### src/rtl/alu_writeback_stage_pkg.sv
// Shared types and helpers for the ALU writeback stage: op encoding, the
// {Z,C,V,N} flag layout, per-op flag masks and the register-write predicate.
package alu_writeback_stage_pkg;

    typedef enum logic [3:0] {
        ALU_ADD     = 4'h0,
        ALU_ADC     = 4'h1,
        ALU_SUB     = 4'h2,
        ALU_SBC     = 4'h3,
        ALU_CMP     = 4'h4,
        ALU_AND     = 4'h5,
        ALU_ORR     = 4'h6,
        ALU_XOR     = 4'h7,
        ALU_LSL     = 4'h8,
        ALU_LSR     = 4'h9,
        ALU_ASR     = 4'hA,
        ALU_ROL     = 4'hB,
        ALU_ROR     = 4'hC,
        ALU_ROLC    = 4'hD,
        ALU_RORC    = 4'hE,
        ALU_ILLEGAL = 4'hF
    } alu_op_e;

    typedef struct packed {
        logic z;
        logic c;
        logic v;
        logic n;
    } alu_flags_t;

    localparam int unsigned ALU_FLAG_Z = 32'd3;
    localparam int unsigned ALU_FLAG_C = 32'd2;
    localparam int unsigned ALU_FLAG_V = 32'd1;
    localparam int unsigned ALU_FLAG_N = 32'd0;

    localparam logic [1:0] WB_FIFO_FULL = 2'd2;

    // Which of {Z,C,V,N} an op is allowed to update at retire.
    function automatic logic [3:0] alu_op_flag_mask(input logic [3:0] op);
        logic [3:0] mask;
        case (op)
            ALU_ADD, ALU_ADC, ALU_SUB, ALU_SBC, ALU_CMP: mask = 4'b1111;
            ALU_AND, ALU_ORR, ALU_XOR:                   mask = 4'b1001;
            ALU_LSL, ALU_LSR, ALU_ASR, ALU_ROL,
            ALU_ROR, ALU_ROLC, ALU_RORC:                 mask = 4'b1101;
            ALU_ILLEGAL:                                 mask = 4'b0000;
            default:                                     mask = 4'b0000;
        endcase
        return mask;
    endfunction

    // Compare and illegal ops produce no register-file write.
    function automatic logic alu_op_writes_rd(input logic [3:0] op);
        logic wr;
        case (op)
            ALU_CMP, ALU_ILLEGAL: wr = 1'b0;
            default:              wr = 1'b1;
        endcase
        return wr;
    endfunction

    // Replace only the masked flag bits with the raw ALU flags.
    function automatic alu_flags_t alu_flags_merge(input alu_flags_t cur,
                                                   input alu_flags_t raw,
                                                   input logic [3:0] mask);
        alu_flags_t res;
        res = (cur & ~mask) | (raw & mask);
        return res;
    endfunction

endpackage

### src/rtl/alu_wb_skid_buf.sv
// Two-entry in-order buffer of ALU results {op,result,flags,rd_idx}.
// Entry 0 is always the head; a pop shifts entry 1 down. Also reports, per
// valid entry, whether it targets a queried register and whether it will
// touch the flags register.
module alu_wb_skid_buf
    import alu_writeback_stage_pkg::*;
#(
    parameter int DATA_W    = 8,
    parameter int REG_IDX_W = 4
) (
    input  logic                 clk,
    input  logic                 rst_n,
    input  logic                 flush,
    input  logic                 push,
    input  logic                 pop,
    input  logic [3:0]           push_op,
    input  logic [DATA_W-1:0]    push_result,
    input  logic [3:0]           push_flags,
    input  logic [REG_IDX_W-1:0] push_rd_idx,
    input  logic [REG_IDX_W-1:0] cmp_idx,
    output logic [1:0]           count,
    output logic                 head_valid,
    output logic [3:0]           head_op,
    output logic [DATA_W-1:0]    head_result,
    output logic [3:0]           head_flags,
    output logic [REG_IDX_W-1:0] head_rd_idx,
    output logic [1:0]           rd_hit,
    output logic [1:0]           flag_use
);

    logic [1:0]                count_r;
    logic [1:0]                count_nxt_s;
    logic [1:0][3:0]           op_r;
    logic [1:0][3:0]           op_nxt_s;
    logic [1:0][DATA_W-1:0]    result_r;
    logic [1:0][DATA_W-1:0]    result_nxt_s;
    logic [1:0][3:0]           flags_r;
    logic [1:0][3:0]           flags_nxt_s;
    logic [1:0][REG_IDX_W-1:0] rd_r;
    logic [1:0][REG_IDX_W-1:0] rd_nxt_s;
    logic [1:0]                valid_s;
    logic                      push_ok_s;
    logic                      pop_ok_s;

    // Never accept into a full buffer and never pop an empty one.
    assign push_ok_s = push && (count_r != WB_FIFO_FULL);
    assign pop_ok_s  = pop && (count_r != 2'd0);

    assign valid_s[0] = (count_r != 2'd0);
    assign valid_s[1] = (count_r == WB_FIFO_FULL);

    // Next state: flush empties; pop shifts down; push lands behind survivors.
    always_comb begin
        count_nxt_s  = count_r;
        op_nxt_s     = op_r;
        result_nxt_s = result_r;
        flags_nxt_s  = flags_r;
        rd_nxt_s     = rd_r;
        if (flush) begin
            count_nxt_s = 2'd0;
        end else begin
            case ({push_ok_s, pop_ok_s})
                2'b10: begin
                    op_nxt_s[count_r[0]]     = push_op;
                    result_nxt_s[count_r[0]] = push_result;
                    flags_nxt_s[count_r[0]]  = push_flags;
                    rd_nxt_s[count_r[0]]     = push_rd_idx;
                    count_nxt_s              = count_r + 2'd1;
                end
                2'b01: begin
                    op_nxt_s[0]     = op_r[1];
                    result_nxt_s[0] = result_r[1];
                    flags_nxt_s[0]  = flags_r[1];
                    rd_nxt_s[0]     = rd_r[1];
                    count_nxt_s     = count_r - 2'd1;
                end
                2'b11: begin
                    // Only reachable at count 1: the new entry becomes head.
                    op_nxt_s[0]     = push_op;
                    result_nxt_s[0] = push_result;
                    flags_nxt_s[0]  = push_flags;
                    rd_nxt_s[0]     = push_rd_idx;
                    count_nxt_s     = count_r;
                end
                default: begin
                    count_nxt_s = count_r;
                end
            endcase
        end
    end

    // Buffer storage; async reset clears occupancy and contents.
    always_ff @(posedge clk or negedge rst_n) begin
        if (!rst_n) begin
            count_r  <= 2'd0;
            op_r     <= '0;
            result_r <= '0;
            flags_r  <= '0;
            rd_r     <= '0;
        end else begin
            count_r  <= count_nxt_s;
            op_r     <= op_nxt_s;
            result_r <= result_nxt_s;
            flags_r  <= flags_nxt_s;
            rd_r     <= rd_nxt_s;
        end
    end

    // Per-entry hazard match and pending-flag indication from stored state only.
    always_comb begin
        rd_hit   = 2'b00;
        flag_use = 2'b00;
        for (int i = 0; i < 2; i++) begin
            rd_hit[i]   = valid_s[i] && alu_op_writes_rd(op_r[i]) && (rd_r[i] == cmp_idx);
            flag_use[i] = valid_s[i] && (alu_op_flag_mask(op_r[i]) != 4'b0000);
        end
    end

    assign count       = count_r;
    assign head_valid  = valid_s[0];
    assign head_op     = op_r[0];
    assign head_result = result_r[0];
    assign head_flags  = flags_r[0];
    assign head_rd_idx = rd_r[0];

endmodule

### src/rtl/alu_writeback_stage.sv
// ALU writeback stage: buffers up to two ALU results in order, writes the
// register file at retire and merges the raw ALU flags into the committed
// {Z,C,V,N} register under a per-op mask. Provides flags-pending and a
// destination-hazard lookup to issue.
// Optional feature macro: ALU_WB_BYPASS_EN -- when the buffer is empty, a
// register-writing result is presented on wb_* in the same cycle and retires
// immediately if the register file accepts it.
module alu_writeback_stage
    import alu_writeback_stage_pkg::*;
#(
    parameter int DATA_W    = 8,
    parameter int REG_IDX_W = 4
) (
    input  logic                 clk,
    input  logic                 rst_n,
    input  logic                 flush,
    input  logic                 in_valid,
    output logic                 in_ready,
    input  logic [3:0]           in_op,
    input  logic [DATA_W-1:0]    in_result,
    input  logic [3:0]           in_flags,
    input  logic [REG_IDX_W-1:0] in_rd_idx,
    output logic                 wb_valid,
    input  logic                 wb_ready,
    output logic [REG_IDX_W-1:0] wb_idx,
    output logic [DATA_W-1:0]    wb_data,
    output logic [3:0]           flags_q,
    output logic                 flags_pend,
    input  logic [REG_IDX_W-1:0] hz_idx,
    output logic                 hz_hit
);

    logic [1:0]           count_s;
    logic                 head_valid_s;
    logic [3:0]           head_op_s;
    logic [DATA_W-1:0]    head_result_s;
    logic [3:0]           head_flags_s;
    logic [REG_IDX_W-1:0] head_rd_idx_s;
    logic [1:0]           rd_hit_s;
    logic [1:0]           flag_use_s;
    logic                 head_writes_s;
    logic                 head_retire_s;
    logic                 byp_s;
    logic                 byp_take_s;
    logic                 push_s;
    alu_flags_t           flags_r;
    alu_flags_t           flags_nxt_s;

    assign in_ready = (count_s != WB_FIFO_FULL);

`ifdef ALU_WB_BYPASS_EN
    // Empty buffer and a register-writing result: present it straight away.
    assign byp_s = (count_s == 2'd0) && in_valid && !flush && alu_op_writes_rd(in_op);
`else
    assign byp_s = 1'b0;
`endif

    assign byp_take_s    = byp_s && wb_ready;
    assign push_s        = in_valid && in_ready && !flush && !byp_take_s;
    assign head_writes_s = head_valid_s && alu_op_writes_rd(head_op_s);
    // cmp/illegal retire in their first head cycle; others need the write accepted.
    assign head_retire_s = !flush && head_valid_s &&
                           (!alu_op_writes_rd(head_op_s) || wb_ready);

    alu_wb_skid_buf #(
        .DATA_W    (DATA_W),
        .REG_IDX_W (REG_IDX_W)
    ) u_skid_buf (
        .clk         (clk),
        .rst_n       (rst_n),
        .flush       (flush),
        .push        (push_s),
        .pop         (head_retire_s),
        .push_op     (in_op),
        .push_result (in_result),
        .push_flags  (in_flags),
        .push_rd_idx (in_rd_idx),
        .cmp_idx     (hz_idx),
        .count       (count_s),
        .head_valid  (head_valid_s),
        .head_op     (head_op_s),
        .head_result (head_result_s),
        .head_flags  (head_flags_s),
        .head_rd_idx (head_rd_idx_s),
        .rd_hit      (rd_hit_s),
        .flag_use    (flag_use_s)
    );

    // Register-file write request; a flush withholds it so no uncounted write escapes.
    always_comb begin
        wb_valid = 1'b0;
        wb_idx   = head_rd_idx_s;
        wb_data  = head_result_s;
        if (flush) begin
            wb_valid = 1'b0;
        end else if (byp_s) begin
            wb_valid = 1'b1;
            wb_idx   = in_rd_idx;
            wb_data  = in_result;
        end else begin
            wb_valid = head_writes_s;
        end
    end

    // Flag merge for whichever entry retires this cycle (head or bypassed input).
    always_comb begin
        flags_nxt_s = flags_r;
        if (head_retire_s) begin
            flags_nxt_s = alu_flags_merge(flags_r, alu_flags_t'(head_flags_s),
                                          alu_op_flag_mask(head_op_s));
        end else if (byp_take_s) begin
            flags_nxt_s = alu_flags_merge(flags_r, alu_flags_t'(in_flags),
                                          alu_op_flag_mask(in_op));
        end else begin
            flags_nxt_s = flags_r;
        end
    end

    // Committed processor flags; flush leaves them untouched.
    always_ff @(posedge clk or negedge rst_n) begin
        if (!rst_n) begin
            flags_r <= '0;
        end else begin
            flags_r <= flags_nxt_s;
        end
    end

    assign flags_q    = flags_r;
    assign flags_pend = |flag_use_s;
    assign hz_hit     = |rd_hit_s;

endmodule

### config.mk
export PLATFORM = sky130hd
export DESIGN_NAME = alu_writeback_stage
export DESIGN_NICKNAME = d
export VERILOG_FILES = /design/src/rtl/alu_writeback_stage_pkg.sv /design/src/rtl/alu_wb_skid_buf.sv /design/src/rtl/alu_writeback_stage.sv
export SDC_FILE = /design/constraint.sdc
export NUM_CORES = 1
export LEC_CHECK = 0
export CORE_UTILIZATION = 50
export DETAILED_ROUTE_END_ITERATION = 7
export GPL_ROUTABILITY_DRIVEN = 0
export PLACE_DENSITY = 0.84
export SLEW_MARGIN = 10
export SYNTH_ARGS = -nofsm -noshare
export SYNTH_HDL_FRONTEND = slang
export SYNTH_SLANG_ARGS = --single-unit
### constraint.sdc
create_clock -name clk -period 2.3 [get_ports clk]
set_input_delay 0.23 -clock clk [delete_from_list [all_inputs] [get_ports clk]]
set_output_delay 0.23 -clock clk [all_outputs]
set_load 0.02 [all_outputs]
==> impl_metrics.toml, run 1 <==
[sta]
fin_crit_ps = 2147
finalSetupViolCount = 0
fmax_mhz = 465.7
hold_viol = 0
post-route-period-util = 0.9335
finalMaxSlewViolations = 0
slew_headroom = 0.5835
rsz0062_at_grt = "no"
finalWorstSetupSlack_ps = 152.9
fin_setup_tns_ps = 0
finClkSkew_ps = 7.685
worst_pin_slew_ps = 624.8

[power]
power.switching_w = 0.0007835
total_power_w = 0.002515
intPower_w = 0.001732
clockPowerShare = 0.193
power_frac_seq = 0.483
power_density_nw_per_um2 = 880.5
swShare = 0.3115
comb_power_share = 0.324
p_leak_nw = 1.232
ir_worst_vdd_mv = 0.5131

[detailed_routing]
final_antenna_net_count = 0
avgRoutedWirePerCell_um = 16.87
avgViaCountPerCell = 5.714
vias = 1617
drtIter0Drc = 85
drc = 0
drt_wl_total_um = 4774
drtPass1Iterations = 4

[place]
post-dp-hpwl_um = 3374
pre_cts_ws_ps = -50.24
port_buffers = 48
dpl_cell_area_um2 = 2763

[yosys]
avgSynthCellArea_um2 = 12.41
synthCells = 181
netlist-cell-type-count = 36
ys_async_sr_fraction = 1.000
synthFlopType = "dfrtp_1"
syn-cell-area_um2 = 2246
synth-seq-cells = 46
synth_edf_count = 0
synthesis.nets = 210
ys_seq_area_frac = 0.5125
yosys_warnings = 0

[cts]
cts_tree = "done"
post_cts_buffers = 0
clk_path_buf_depth = 2
clk_pin_slew_ps = 90
cts_inserted_buffers = 5
clk_latency_ps = 300
cts-root-buf = "clkbuf_8"
htreeDepth = 2
clock_sinks = 46

[cells_and_area]
drive_above_1_share = 0.2338
antenna_cells = 0
area_delta_synth_final_pct = 27.19
final_common_cell = "dfrtp_1"
layout_common_cells = "dfrtp_1, clkdlybuf4s50_1, mux2_2"
utilization = 0.6606
layout.nets = 259
finalInstanceArea_um2 = 2856

[global_route]
globalRouteOverflowTotal = 0
grt_usage = 0.2121
antenna_found_initial = 0
grt_pass1_vias = 1701
grt_max_degree = 30
grt_pass1_wl_um = 7962

[worst_setup_path]
r2r-end = "u_skid_buf.op_r[6]"
timing.rr.start = "u_skid_buf.head_op[0]"
cp-start-kind = "flip-flop"
max_stage_delay_ps = 510
crit_path_cell_trace = "nand2b_1 -> a41o_1 -> or4_1 -> o41ai_1 -> clkbuf_2"
cp_max_fo = 2
worstPathArrival_ps = 1920
worstSetupPathType = "flip-flop to primary output"
rrSetupSlack_ps = 180
crit_buf_inv = 1
crit_end = "hz_hit"
critPathLaunch = "u_skid_buf.count[0]"
rr_worst_depth = 5
required_ps = 2070
cp_num_cells = 5
cp_top_family = "simple AND/OR/NAND/NOR gates"
cp_slowest_cell = "or4_1"
endpoint_kind = "primary output"

[die]
die_x_um = 69.02
rows = 24
core-area_um2 = 4324
io_pins = 49
dieArea_um2 = 4764
start_util = 0.5194
die_y_um = 69.02

[flow_run]
drv_cap = 0

[status]
status = "finished clean"

[min_path]
hold_path_class = "input port to async pin"
[logic make-up (layout without fill, tap and decap cells)]
kind of cell,Yosys count,in the layout,synth area share
multiplexers,24,24,0.1203
AO/OA/AOI/OAI,35,35,0.1382
adder cells (fa/ha/maj),1,1,0.004457
AND/OR/NAND/NOR,43,43,0.1231
flip-flops,46,46,0.5125
buffers and inverters,24,74,0.07019
XOR/XNOR,8,8,0.03120
[metal layers]
layer	global-route usage	wire [um]	vias to the layer above
met4	0.08844	90	0
met2	0.3614	2506	45
li1	-	-	756
met5	0	0	-
met1	0.2619	1985	807
met3	0.04240	191	9
[cell type report]
cell class                      instances  area (um2)
Fill cell                             356        1468
Tap cell                               52       65.06
Multi-Input combinational cell        111       942.2
Sequential cell                        46        1151
Inverter                                3       11.26
Clock inverter                          2       13.76
Timing Repair Buffer                   63       600.6
Clock buffer                            6       72.57
[through the flow]
| stage | instances | hold WS [ps] |
|---|---|---|
| finish | 283 | 472.3 |
| global route | 283 | 526.4 |
| CTS | 283 | 490.2 |
| detailed placement | 274 | 286.8 |
| global placement | 274 | 283.1 |
| floorplan | 181 | -65.59 |
[how the worst min path moves through the flow]
stage               start                       end  slack [ps]
floorplan           rst_n                 async pin         -70
global placement    rst_n  u_skid_buf.head_flags[0]         280
detailed placement  rst_n                 async pin         290
CTS                 rst_n                 async pin         490
global route        rst_n                 async pin         530
finish              rst_n                 async pin         470
[power groups by stage]
stage	sequential, W	clock, W	combinational (W)
finish	0.00122	0.000484	0.000815
global route	0.00125	0.000533	0.000874
CTS	0.00121	0.000500	0.000826
detailed placement	0.00123	0	0.000821
global placement	0.00121	0	0.000799
floorplan	0.00123	0	0.000522
[registers in the layout, indices dropped and copies added (netlist names), named ones only]
name / flops
u_skid_buf.count: 2
u_skid_buf.flags_r: 4
u_skid_buf.head_flags: 4
u_skid_buf.head_op: 4
u_skid_buf.head_rd_idx: 4
u_skid_buf.head_result: 8
u_skid_buf.op_r: 4
u_skid_buf.rd_r: 4
u_skid_buf.result_r: 8
[synthesized netlist by cell type, types with 2 or more instances]
| library cell | count | area, um2 |
|---|---|---|
| nor3_1 | 2 | 10.01 |
| buf_6 | 2 | 22.52 |
| nor2b_1 | 20 | 125.1 |
| nor3_2 | 2 | 20.02 |
| a21oi_1 | 2 | 10.01 |
| xor2_1 | 3 | 26.28 |
| inv_1 | 3 | 11.26 |
| o21ai_0 | 5 | 25.02 |
| a211oi_1 | 2 | 15.01 |
| nand2_1 | 3 | 11.26 |
| dfrtp_1 | 46 | 1151 |
| nand3_1 | 3 | 15.01 |
| mux2_2 | 23 | 259.0 |
| clkbuf_1 | 5 | 18.77 |
| buf_4 | 14 | 105.1 |
| a221o_1 | 20 | 200.2 |
| nor2_1 | 3 | 11.26 |
| xnor2_1 | 5 | 43.79 |
[timing repair]
| item | in CTS | in global routing |
|---|---|---|
| hold buffers | 1 | 0 |
| hold endpoints to repair | 27 | 0 |
| endpoints found under the setup margin | 1 | 2 |
| gates resized for setup | 2 | 3 |
| pin swaps | 0 | 0 |
No activity file was read; power rests on OpenSTA's default activity.
==> run 2, diff against run 1 <==
- CORE_MARGIN: unset -> 10
==> run 2 against run 1 <==
Die area rose by 59%. Clock-buffer cell count fell by 1. Sequential share of layout area fell by 0.053 points. Worst setup slack got worse by 1.7 ps. Clock skew barely moved. First-iteration DRC count rose by 110%. Flip-flop and latch count did not move. Total power rose by 0.73%. Clock power rose by 3%.
==> impl_metrics.toml, run 2 (same netlist as run 1, synthesis figures left out) <==
[cells_and_area]
layout_common_cells = "dfrtp_1, clkdlybuf4s50_1, mux2_2"
layout.nets = 259
area_delta_synth_final_pct = 27.35
drive_above_1_share = 0.2381
final_common_cell = "dfrtp_1"
antenna_cells = 0
stdcell_count = 283

[sta]
post-route-period-util = 0.9342
worst_pin_slew_ps = 584.4
finalSetupViolCount = 0
fmax_mhz = 465.4
fin_crit_ps = 2149
hold_viol = 0
finalMaxSlewViolations = 0
fin_setup_tns_ps = 0
finClkSkew_ps = 7.228
slew_headroom = 0.6104
rsz0062_at_grt = "no"
finalWorstSetupSlack_ps = 151.2

[place]
post-dp-hpwl_um = 3876
pre_cts_ws_ps = -35.83
port_buffers = 48
place_inst = 274

[cts]
cts_inserted_buffers = 5
htreeDepth = 2
post_cts_buffers = 0
cts_tree = "done"
clk_latency_ps = 310
clk_pin_slew_ps = 90
cts-root-buf = "clkbuf_8"
clock_sinks = 46
clk_path_buf_depth = 2

[worst_setup_path]
worstSetupPathType = "flip-flop to primary output"
r2r-end = "u_skid_buf.rd_r[7]"
timing.rr.start = "u_skid_buf.head_op[0]"
rrSetupSlack_ps = 210
rr_worst_depth = 5
cp_max_fo = 2
endpoint_kind = "primary output"
cp-start-kind = "flip-flop"
worstPathArrival_ps = 1920
required_ps = 2070

[detailed_routing]
final_antenna_net_count = 0
drc = 0
avgRoutedWirePerCell_um = 18.75
avgViaCountPerCell = 5.742
drtIter0Drc = 177
drtPass1Iterations = 4
vias = 1625
drt_wl_total_um = 5306

[global_route]
grt_max_degree = 27
grt_pass1_wl_um = 8721
grt_usage = 0.1471
globalRouteOverflowTotal = 0
antenna_found_initial = 0
grt_pass1_vias = 1765

[power]
ir_worst_vdd_mv = 0.4286
p_leak_nw = 1.230
power_density_nw_per_um2 = 885.8

[die]
io_pins = 49
start_util = 0.5158
die_y_um = 87.02
dieArea_um2 = 7572
core-area_um2 = 4354
rows = 24
die_x_um = 87.02

[min_path]
hold_path_class = "input port to async pin"

[flow_run]
drv_cap = 0

[status]
status = "finished clean"
-- run 2: cell types whose count changed in the layout (fill, tap and decap cells not counted) --
cell,before,now
clkbuf_1,1,0
clkinvlp_4,0,1
-- run 2: worst max-delay path by stage --
stage	from	to	slack, ps	depth (start not counted)
after floorplan	u_skid_buf.count[0]	hz_hit	340	5
after global placement	hz_idx[3]	hz_hit	-6	6
after detailed placement	hz_idx[2]	hz_hit	-40	5
after CTS	u_skid_buf.count[0]	hz_hit	0.8	5
after global routing	u_skid_buf.count[0]	hz_hit	60	5
final	u_skid_buf.count[0]	hz_hit	150	5
-- run 2: critical path: stages, from the launching register on --
cell      delay [ps]
dfrtp_1          380
nand2b_1         170
a41o_1           220
or4_1            520
o41ai_1           80
clkbuf_2         240
-- run 2: where the power goes --
| group | internal [W] | switching (W) |
|---|---|---|
| clock network | 0.000214 | 0.000284 |
| logic | 0.000472 | 0.000353 |
| registers | 0.00105 | 0.000165 |
| total | 0.00173 | 0.000802 |
-- run 2: cell type report --
class	count	area, um2
clock buffers	5	68.82
clock inverters	3	21.27
fillers	355	1494
inverters	3	11.26
multi-input cells	111	942.2
flip-flops and latches	46	1151
well taps	52	65.06
repair buffers	63	600.6
-- run 2: timing repair --
item / 4_1_cts / 5_1_grt
endpoints found under the setup margin: 1 / 2
hold buffers: 1 / 0
resized for setup: 3 / 2
hold endpoints to repair: 24 / 0
-- run 2: stage by stage --
| stage | instance area [um2] | utilization | hold slack (ps) | total power [W] |
|---|---|---|---|---|
| after floorplan | 2246 | - | -65.59 | 0.001748 |
| after global placement | 2763 | 0.6345 | 256.3 | 0.002023 |
| after detailed placement | 2763 | 0.6345 | 267.4 | 0.002063 |
| after CTS | 2861 | 0.6572 | 471.1 | 0.002561 |
| after global routing | 2860 | 0.6569 | 502.6 | 0.002687 |
| final | 2860 | 0.6569 | 447.5 | 0.002534 |
-- run 2: per-layer routing --
metal	global-route usage	vias up	wire (um)
met5	0	-	0
met2	0.2558	41	2813
li1	-	756	-
met3	0.03652	7	256
met1	0.1629	821	2122
met4	0.07069	0	114
